<file path="src/rtl/guard_sequencer_pkg.sv">
// Shared definitions for the guard sequencer: opcodes, instruction field layout, FSM states.
package rte_seq_pkg;

    localparam logic [1:0] OP_GUARD = 2'b00;
    localparam logic [1:0] OP_TAKE  = 2'b01;
    localparam logic [1:0] OP_END   = 2'b10;
    localparam logic [1:0] OP_RSVD  = 2'b11;

    localparam int OPC_LSB    = 22;
    localparam int OPC_W      = 2;
    localparam int CMP_OP_BIT = 21;
    localparam int LNG_BIT    = 20;
    localparam int ADDR_LSB   = 18;
    localparam int ADDR_W     = 2;
    localparam int IMM_HI_LSB = 10;
    localparam int IMM_HI_W   = 8;
    localparam int IMM_LO_LSB = 6;
    localparam int IMM_LO_W   = 4;
    localparam int MASK_LSB   = 14;
    localparam int MASK_W     = 8;

    typedef enum logic [2:0] {
        S_IDLE,
        S_FETCH,
        S_DECODE,
        S_EXEC,
        S_END
    } state_e;

endpackage

</file>
<file path="src/rtl/guard_sequencer_decode.sv">
// Combinational field extraction from a program word; the same bits are read
// differently depending on the opcode, so every view is produced in parallel.
module seq_decode
    import rte_seq_pkg::*;
#(
    parameter int AW = 8,
    parameter int IW = 24
) (
    input  logic [IW-1:0]       prog_data,
    output logic [OPC_W-1:0]    opcode,
    output logic                cmp_op,
    output logic                cmp_lng,
    output logic [ADDR_W-1:0]   cmp_addr,
    output logic [IMM_LO_W-1:0] cmp_imm_lo,
    output logic [IMM_HI_W-1:0] cmp_imm_hi,
    output logic [MASK_W-1:0]   reset_mask,
    output logic [AW-1:0]       target
);

    assign opcode     = prog_data[OPC_LSB +: OPC_W];
    assign cmp_op     = prog_data[CMP_OP_BIT];
    assign cmp_lng    = prog_data[LNG_BIT];
    assign cmp_addr   = prog_data[ADDR_LSB +: ADDR_W];
    assign cmp_imm_lo = prog_data[IMM_LO_LSB +: IMM_LO_W];
    assign cmp_imm_hi = prog_data[IMM_HI_LSB +: IMM_HI_W];
    assign reset_mask = prog_data[MASK_LSB +: MASK_W];
    assign target     = prog_data[AW-1:0];

endmodule

</file>
<file path="src/rtl/guard_sequencer.sv">
// Walks the guard/transition list of the current location, drives the clock
// constraint query ports, and fires at most one transition per evaluation pass.
module guard_sequencer #(
    parameter int AW = 8,
    parameter int IW = 24
) (
    input  logic          clk,
    input  logic          reset,
    input  logic          start,
    output logic [AW-1:0] prog_addr,
    input  logic [IW-1:0] prog_data,
    input  logic          out_val,
    output logic          en,
    output logic          lng,
    output logic          op,
    output logic [1:0]    addr,
    output logic [3:0]    imm_lo,
    output logic [7:0]    imm_hi,
    output logic          en_clk_reset,
    output logic [7:0]    clk_reset,
    output logic [AW-1:0] loc,
    output logic          busy,
    output logic          done,
    output logic          taken,
    output logic          illegal
);
    import rte_seq_pkg::*;

    state_e        state_q, state_d;
    logic [AW-1:0] pc_q, pc_d, prog_addr_q, prog_addr_d, loc_q, loc_d;
    logic [AW-1:0] ir_target_q, ir_target_d;
    logic [1:0]    ir_opcode_q, ir_opcode_d;
    logic          acc_q, acc_d;
    logic          op_q, op_d, lng_q, lng_d;
    logic [1:0]    addr_q, addr_d;
    logic [3:0]    imm_lo_q, imm_lo_d;
    logic [7:0]    imm_hi_q, imm_hi_d, clk_reset_q, clk_reset_d;
    logic          en_q, en_d, done_q, done_d, busy_q, busy_d;
    logic          en_clk_reset_q, en_clk_reset_d, taken_q, taken_d, illegal_q, illegal_d;
    logic          advance;

    logic [1:0]    dec_opcode;
    logic          dec_op, dec_lng;
    logic [1:0]    dec_addr;
    logic [3:0]    dec_imm_lo;
    logic [7:0]    dec_imm_hi, dec_mask;
    logic [AW-1:0] dec_target;
    logic [AW-1:0] pc_inc;

    seq_decode #(.AW(AW), .IW(IW)) u_decode (
        .prog_data  (prog_data),
        .opcode     (dec_opcode),
        .cmp_op     (dec_op),
        .cmp_lng    (dec_lng),
        .cmp_addr   (dec_addr),
        .cmp_imm_lo (dec_imm_lo),
        .cmp_imm_hi (dec_imm_hi),
        .reset_mask (dec_mask),
        .target     (dec_target)
    );

    assign pc_inc = pc_q + 1'b1;

    // The clock-reset pulse is decided in DECODE: acc cannot change between
    // DECODE and EXEC, so registering it here lands the pulse on the TAKE's EXEC cycle.
    always_comb begin
        state_d        = state_q;
        pc_d           = pc_q;
        prog_addr_d    = prog_addr_q;
        loc_d          = loc_q;
        ir_target_d    = ir_target_q;
        ir_opcode_d    = ir_opcode_q;
        acc_d          = acc_q;
        op_d           = op_q;
        lng_d          = lng_q;
        addr_d         = addr_q;
        imm_lo_d       = imm_lo_q;
        imm_hi_d       = imm_hi_q;
        clk_reset_d    = clk_reset_q;
        en_clk_reset_d = 1'b0;
        taken_d        = taken_q;
        illegal_d      = illegal_q;
        advance        = 1'b0;

        case (state_q)
            S_IDLE: begin
                if (start) begin
                    pc_d        = loc_q;
                    prog_addr_d = loc_q;
                    acc_d       = 1'b1;
                    taken_d     = 1'b0;
                    state_d     = S_FETCH;
                end
            end
            S_FETCH: state_d = S_DECODE;
            S_DECODE: begin
                ir_opcode_d = dec_opcode;
                ir_target_d = dec_target;
                op_d        = dec_op;
                lng_d       = dec_lng;
                addr_d      = dec_addr;
                imm_lo_d    = dec_imm_lo;
                imm_hi_d    = dec_imm_hi;
                if (dec_opcode == OP_TAKE && acc_q) begin
                    en_clk_reset_d = 1'b1;
                    clk_reset_d    = dec_mask;
                end
                state_d = S_EXEC;
            end
            S_EXEC: begin
                case (ir_opcode_q)
                    OP_GUARD: begin
                        acc_d   = acc_q & out_val;
                        advance = 1'b1;
                    end
                    OP_TAKE: begin
                        if (acc_q) begin
                            loc_d   = ir_target_q;
                            taken_d = 1'b1;
                            state_d = S_END;
                        end else begin
                            acc_d   = 1'b1;
                            advance = 1'b1;
                        end
                    end
                    OP_END:  state_d = S_END;
                    default: begin
                        illegal_d = 1'b1;
                        state_d   = S_END;
                    end
                endcase
                // Running off the end of program memory is a program error, not a wrap.
                if (advance) begin
                    if (pc_q == {AW{1'b1}}) begin
                        illegal_d = 1'b1;
                        state_d   = S_END;
                    end else begin
                        pc_d        = pc_inc;
                        prog_addr_d = pc_inc;
                        state_d     = S_FETCH;
                    end
                end
            end
            S_END:   state_d = S_IDLE;
            default: state_d = S_IDLE;
        endcase

        en_d   = (state_d == S_END);
        done_d = (state_d == S_END);
        busy_d = (state_d != S_IDLE);
    end

    always_ff @(posedge clk or posedge reset) begin
        if (reset) begin
            state_q        <= S_IDLE;
            pc_q           <= '0;
            prog_addr_q    <= '0;
            loc_q          <= '0;
            ir_target_q    <= '0;
            ir_opcode_q    <= OP_GUARD;
            acc_q          <= 1'b1;
            op_q           <= 1'b0;
            lng_q          <= 1'b0;
            addr_q         <= '0;
            imm_lo_q       <= '0;
            imm_hi_q       <= '0;
            clk_reset_q    <= '0;
            en_clk_reset_q <= 1'b0;
            en_q           <= 1'b0;
            done_q         <= 1'b0;
            busy_q         <= 1'b0;
            taken_q        <= 1'b0;
            illegal_q      <= 1'b0;
        end else begin
            state_q        <= state_d;
            pc_q           <= pc_d;
            prog_addr_q    <= prog_addr_d;
            loc_q          <= loc_d;
            ir_target_q    <= ir_target_d;
            ir_opcode_q    <= ir_opcode_d;
            acc_q          <= acc_d;
            op_q           <= op_d;
            lng_q          <= lng_d;
            addr_q         <= addr_d;
            imm_lo_q       <= imm_lo_d;
            imm_hi_q       <= imm_hi_d;
            clk_reset_q    <= clk_reset_d;
            en_clk_reset_q <= en_clk_reset_d;
            en_q           <= en_d;
            done_q         <= done_d;
            busy_q         <= busy_d;
            taken_q        <= taken_d;
            illegal_q      <= illegal_d;
        end
    end

    assign prog_addr    = prog_addr_q;
    assign en           = en_q;
    assign lng          = lng_q;
    assign op           = op_q;
    assign addr         = addr_q;
    assign imm_lo       = imm_lo_q;
    assign imm_hi       = imm_hi_q;
    assign en_clk_reset = en_clk_reset_q;
    assign clk_reset    = clk_reset_q;
    assign loc          = loc_q;
    assign busy         = busy_q;
    assign done         = done_q;
    assign taken        = taken_q;
    assign illegal      = illegal_q;

endmodule

</file>
<file path="config.mk">
export PLATFORM = sky130hd
export DESIGN_NAME = guard_sequencer
export DESIGN_NICKNAME = d
export VERILOG_FILES = /design/src/rtl/guard_sequencer_pkg.sv /design/src/rtl/guard_sequencer_decode.sv /design/src/rtl/guard_sequencer.sv
export SDC_FILE = /design/constraint.sdc
export NUM_CORES = 1
export LEC_CHECK = 0
export ABC_AREA = 1
export CAP_MARGIN = 25
export CORE_MARGIN = 3
export CORE_UTILIZATION = 47
export DETAILED_ROUTE_END_ITERATION = 7
export PLACE_DENSITY = 0.8
export SKIP_CTS_REPAIR_TIMING = 1
export SLEW_MARGIN = 5
export SYNTH_ARGS = -nofsm -noshare
export SYNTH_HDL_FRONTEND = slang
export SYNTH_SLANG_ARGS = --single-unit
</file>
<file path="constraint.sdc">
create_clock -name clk -period 2.2 [get_ports clk]
set_clock_uncertainty 0.15 [all_clocks]
set_input_delay 0.44 -clock clk [delete_from_list [all_inputs] [get_ports clk]]
set_output_delay 0.44 -clock clk [all_outputs]
set_load 0.005 [all_outputs]
</file>
==> results of run 1 <==
## routing by layer
layer / vias to the layer above / wire, um
met5: - / 0
met3: 10 / 271
met1: 1006 / 2600
li1: 1064 / -
met4: 0 / 115
met2: 56 / 2740
## logic make-up after synthesis
logic type / after synthesis
adders and majority gates: 1
DFF: 57
xor gates and xnor gates: 3
buffers and inverters: 34
and+or+nand+nor: 160
AOI/OAI and AO/OA: 36
## placed cells by master, fill, tap and decap left out, drive strengths merged
| cell type | n |
|---|---|
| clkdlybuf4s50 | 73 |
| dfrtp | 56 |
| xnor2 | 3 |
| buf | 5 |
| nand3 | 21 |
| o31a | 1 |
| nor2 | 11 |
| clkbuf | 13 |
| ha | 1 |
| o21bai | 2 |
| o21ai | 30 |
| a21oi | 3 |
| dfstp | 1 |
| inv | 22 |
| nand2 | 128 |
| clkinv | 1 |
| bufinv | 1 |
## area by class of cell
type / count / area [um^2]
multi-input combinational: 200 / 921
fill: 421 / 1440
inverter: 22 / 85.1
clock buffer: 13 / 179
sequential: 57 / 1430
timing repair buffer: 78 / 768
tap: 67 / 83.8
clock inverter: 2 / 35.0
## worst reg2reg max path: stages (launching register included)
cell and delay [ps]:
sky130_fd_sc_hd__dfrtp_1 450, sky130_fd_sc_hd__ha_1 230, sky130_fd_sc_hd__nand3_1 140, sky130_fd_sc_hd__nor2_1 210, sky130_fd_sc_hd__nand2_1 140, sky130_fd_sc_hd__nand3_4 150, sky130_fd_sc_hd__nand2_4 110, sky130_fd_sc_hd__nand2_1 100
sky130_fd_sc_hd__nand2_1 50
## sequential cells by signal (all words and copies together) (netlist names), 2 cells and up
name and flops:
clk_reset 8, imm_hi 8, loc 8, prog_addr 8, ir_target_q 7, imm_lo 3
state_q 3, addr 2, ir_opcode_q 2
## worst paths after layout
path,cells past startpoint,endpoint,from
worst max-delay path,1,prog_addr[0],prog_addr[0]
worst min-delay path,2,done,reset
worst max register to register,8,prog_addr[5],prog_addr[0]
worst min register to register,2,illegal,illegal
max in group asynchronous,3,clk_reset[5],reset
min in group clk,2,illegal,illegal
## where the power goes
part           internal, W  switching (W)
combinational      0.00107        0.00104
clock             0.000639       0.000389
sequential         0.00154       0.000349
## stage by stage
step / util (%) / instance area, um^2
2_1_floorplan: - / 2510
3_3_place_gp: 66.5 / 3290
3_5_place_dp: 66.5 / 3290
4_1_cts: 70.8 / 3500
5_1_grt: 70.8 / 3500
6_report: 70.8 / 3500
==> impl_metrics.toml, run 1 <==
[logic_synthesis]
yosys_warnings = 0
yosysSeqAreaShare_pct = 56.9
postSynthRegisterBits = 57
yosys.area.top_type_share_pct = 55.8
synth_ff_type = "sky130_fd_sc_hd__dfrtp_1"
synthDistinctLibCells = 27
mapped_area_um2 = 2510
synth_mux_area_share_pct = 0
yosysTopAreaCell = "sky130_fd_sc_hd__dfrtp_1"
synth-compound-area-share_pct = 7.67
netlist_top_cells_count = "126 x sky130_fd_sc_hd__nand2_1, 56 x sky130_fd_sc_hd__dfrtp_1, 28 x sky130_fd_sc_hd__o21ai_0"
synth_cells = 291
synthSimpleGateAreaFrac_pct = 27.5
synth_enable_flop_cells = 0
synth_xor_area_share_pct = 1.05
synth.net_count = 320
synth_top_cells_by_area = "sky130_fd_sc_hd__dfrtp_1 56%, sky130_fd_sc_hd__nand2_1 19%, sky130_fd_sc_hd__o21ai_0 5.6%, sky130_fd_sc_hd__nand3_1 3.4%, sky130_fd_sc_hd__inv_1 3.0%"
yosysMostFrequentCell = "sky130_fd_sc_hd__nand2_1"
postSynth.asyncResetShare_pct = 100
post_synth_fa_ha_maj_area_fraction_pct = 0.498
synth_top_family_by_area = "simple AND/OR/NAND/NOR gates"
postSynthAreaPerCell_um2 = 8.63

[critical_path]
slowest_delay_ps = 540
criticalPathCategory = "flip-flop to output pin"
timing.critical_path.cells = "clkdlybuf4s50_1"
worst_path_max_delay_cell = "sky130_fd_sc_hd__clkdlybuf4s50_1"
ff2ff_setup_slack_ps = 360
worst-endpoint-arrival_ps = 1320
cp_top_family = "buffers and inverters"
timing.critical_path.fanout_max = 6
cp.buffers_inverters = 1
worstSetupEndpointType = "output pin"
cp.required_ps = 1610
timing.critical_path.from_type = "flip-flop"

[cts]
buffer_depth_of_the_longest_clock_path = 2
tritoncts = "done"
clock_sinks = 57
clk_root_buffer_cell = "sky130_fd_sc_hd__clkbuf_8"
number_of_buffers_created_by_cts = 9
clkLatencyLatePin_ps = 320
clk_pin_slew_worst_paths_ps = 60
clock_tree.htree_level_count = 3

[floorplanning]
core.rowCount = 25
fp.dieArea_um2 = 6260
placeableCoreArea_um2 = 4940
y_dimension_of_the_die_um = 79.1
io_pins = 74
floorplan.initialDensity_pct = 50.8
die_outline_width_um = 79.1

[timing]
finalCriticalPeriod_ps = 1910
fin_worst_hold_slack_ps = 234
worst-slew-pin-transition_ps = 456
setup_total_negative_slack_ps = 0
setup-violations-final = 0
layout_worst_path_cycle_share_pct = 86.7
layout_setup_ws_ps = 292
finalHoldViolations = 0
max-slew-margin-rel_pct = 69.5
grt_setup_unrepaired = "false"
report.final.slew_viol_count = 0
fmaxAchievable_mhz = 524

[routing]
detail_route.wirelength_mm = 5.72
wl_per_cell_um = 13.0
dr.pass1.iters = 4
detailroute.via_count = 2136
vias_per_std_cell = 4.87
drtAntennaViolNets = 0
drc = 0
number_of_violations_reported_at_the_end_of_detailed_routing_iteration_0 = 138

[placement]
preCtsSetupSlack_ps = 331
placement.io_buffers = 73
gp_congestion = 0.830
post-place-cells = 424
hpwl_mm = 4.14

[pwr]
peakVddDrop_v = 0.000721
total_power_w = 0.00502
power-per-cell-area_nw_per_um2 = 1440
leakagePower_nw = 1.68

[global_route]
globalRoute.totalOverflow = 0
globalRouteMet1Util_pct = 26.3
first_pass_grt_wire_length_mm = 9.67
met2_usage_pct = 30.9
antenna_violations_before_repair = 0
grt_max_degree = 32
gr-usage-met3_pct = 3.97
grt_pass1_vias = 2091
grt_usage_pct = 19.9
gr-max-usage-layer = "met2"

[finish]
fin_nets = 397
area_delta_synth_final_pct = 39.4
final-instance-count-excl-fill = 439
post_route_cells_drive_above_1_share_pct = 8.87
antenna_cells_inserted = 0

[flow_run]
max_cap_violations = 0

[hold_path]
hold_path.class = "input port to asynchronous set/reset pin"

[run_status]
run_status = "complete, no violations"
Power figures use the tool's default switching activity.
==> run 2, diff against run 1 <==
--- a/config.mk
+++ b/config.mk
@@ -7,10 +7,12 @@
 export LEC_CHECK = 0
 export ABC_AREA = 1
 export CAP_MARGIN = 25
+export CELL_PAD_IN_SITES_DETAIL_PLACEMENT = 1
+export CELL_PAD_IN_SITES_GLOBAL_PLACEMENT = 1
 export CORE_MARGIN = 3
-export CORE_UTILIZATION = 47
+export CORE_UTILIZATION = 34
 export DETAILED_ROUTE_END_ITERATION = 7
-export PLACE_DENSITY = 0.8
+export PLACE_DENSITY_LB_ADDON = 0.1
 export SKIP_CTS_REPAIR_TIMING = 1
 export SLEW_MARGIN = 5
 export SYNTH_ARGS = -nofsm -noshare
==> impl_metrics.toml, run 2 (same netlist as run 1, synthesis figures left out) <==
[global_route]
globalRoute.totalOverflow = 0
antenna_violations_before_repair = 0
first_pass_grt_wire_length_mm = 12.0
grt_pass1_vias = 2378
grt_usage_pct = 18.0
grt_max_degree = 58

[floorplanning]
io_pins = 74
die_outline_width_um = 91.9
fp.dieArea_um2 = 8450
placeableCoreArea_um2 = 6980
y_dimension_of_the_die_um = 91.9
core.rowCount = 30
floorplan.initialDensity_pct = 36.0

[finish]
post_route_cells_drive_above_1_share_pct = 8.87
final-instance-count-excl-fill = 468
fill_cells = 821
antenna_cells_inserted = 0
most-common-layout-cells = "126 x sky130_fd_sc_hd__nand2_1, 73 x sky130_fd_sc_hd__clkdlybuf4s50_1, 56 x sky130_fd_sc_hd__dfrtp_1"
area.sequential_um2 = 1430
layout.cells.most_common = "sky130_fd_sc_hd__nand2_1"
area_delta_synth_final_pct = 41.1
fin_nets = 396
multi_input_area_um2 = 921
post-route-cell-area_um2 = 3540

[timing]
grt_setup_unrepaired = "false"
report.final.slew_viol_count = 0
setup-violations-final = 0
worst-slew-pin-transition_ps = 457
layout_worst_path_cycle_share_pct = 86.7
finalCriticalPeriod_ps = 1910
fmaxAchievable_mhz = 524
setup_total_negative_slack_ps = 0
finalHoldViolations = 0
max-slew-margin-rel_pct = 69.5

[routing]
detailroute.via_count = 2136
drtAntennaViolNets = 0
detail_route.wirelength_mm = 6.87
vias_per_std_cell = 4.56
dr.pass1.iters = 7
number_of_violations_reported_at_the_end_of_detailed_routing_iteration_0 = 82
wl_per_cell_um = 14.7
drc = 0

[pwr]
clk_network_pwr_share_pct = 20.4
power-per-cell-area_nw_per_um2 = 1440
power.combinational.fraction_pct = 42.4
total_power_w = 0.00511
power_switching_share_pct = 36.8
sequentialPowerShare_pct = 37.2
leakagePower_nw = 1.67
peakVddDrop_v = 0.000549
internal-power_w = 0.00323
total_switching_power_w = 0.00188

[placement]
gp_congestion = 0.772
post-place-cells = 452
dpl_cell_area_um2 = 3330
placement.io_buffers = 73
hpwl_mm = 4.89

[critical_path]
worst-endpoint-arrival_ps = 1320
ff2ff_setup_slack_ps = 380
timing.critical_path.cells = "clkdlybuf4s50_1"
cp.buffers_inverters = 1
timing.critical_path.from_type = "flip-flop"
worst_path_max_delay_cell = "sky130_fd_sc_hd__clkdlybuf4s50_1"
criticalPathCategory = "flip-flop to output pin"
timing.critical_path.fanout_max = 5
worstSetupEndpointType = "output pin"
cp.required_ps = 1610
cp_top_family = "buffers and inverters"
slowest_delay_ps = 540

[flow_run]
max_cap_violations = 0

[cts]
clock_tree.htree_level_count = 3
number_of_buffers_created_by_cts = 9
tritoncts = "done"
clock_sinks = 57
clk_pin_slew_worst_paths_ps = 70
clk_root_buffer_cell = "sky130_fd_sc_hd__clkbuf_8"
clkLatencyLatePin_ps = 330
buffer_depth_of_the_longest_clock_path = 2

[hold_path]
hold_path.class = "flip-flop to flip-flop"

[run_status]
run_status = "complete, no violations"
[run 2: cell count changes in the layout (fill, tap and decap cells not counted)]
cell / previous run / this run
sky130_fd_sc_hd__buf_12: 0 / 1
sky130_fd_sc_hd__buf_4: 5 / 3
sky130_fd_sc_hd__clkbuf_8: 13 / 12
sky130_fd_sc_hd__clkinvlp_4: 0 / 2
[run 2: final timing paths]
kind	cells after the start	from	to
worst max-delay path	1	prog_addr[4]	prog_addr[4]
worst min-delay path	2	imm_hi[5]	imm_hi[5]
worst max register to register	8	prog_addr[0]	prog_addr[5]
worst min register to register	2	imm_hi[5]	imm_hi[5]
max in group asynchronous	3	reset	acc_q
min in group asynchronous	3	reset	clk_reset[3]
[run 2: per-layer routing]
metal,part of all wire [%],GRT usage (%),vias to the layer above,routed length (um)
met5,0,0,-,0
met4,1.0,5.20,0,70
met3,4.7,5.33,5,323
met2,47,28.6,45,3220
met1,47,24.0,1028,3260
li1,-,-,1058,-
[run 2: tightest hold or removal path, stage by stage (launching register included)]
cell	delay, ps
sky130_fd_sc_hd__dfrtp_1	340
sky130_fd_sc_hd__nand2_1	50
sky130_fd_sc_hd__nand2_1	50
[run 2: final cells by class]
type	count	share of cell area (%)
well taps	96	3.39
multi-input cells	200	26.0
clock buffers	12	4.66
flip-flops and latches	57	40.3
clock inverters	4	1.41
inverters	22	2.40
repair buffers	77	21.8
[run 2: per-stage QoR]
step	setup slack (ps)	utilization, %	hold WS, ps
2_1_floorplan	212	-	307
3_3_place_gp	474	47.7	297
3_5_place_dp	414	47.7	316
4_1_cts	260	50.7	333
5_1_grt	196	50.7	356
6_report	293	50.7	326
[run 2: power by group through the flow]
stage / Sequential, W / Clock [W] / Combinational, W
after CTS: 0.00191 / 0.00107 / 0.00222
after floorplan: 0.00187 / 0 / 0.00113
after detailed placement: 0.00192 / 0 / 0.00221
final: 0.00190 / 0.00104 / 0.00217
after global routing: 0.00199 / 0.00113 / 0.00248
after global placement: 0.00190 / 0 / 0.00215
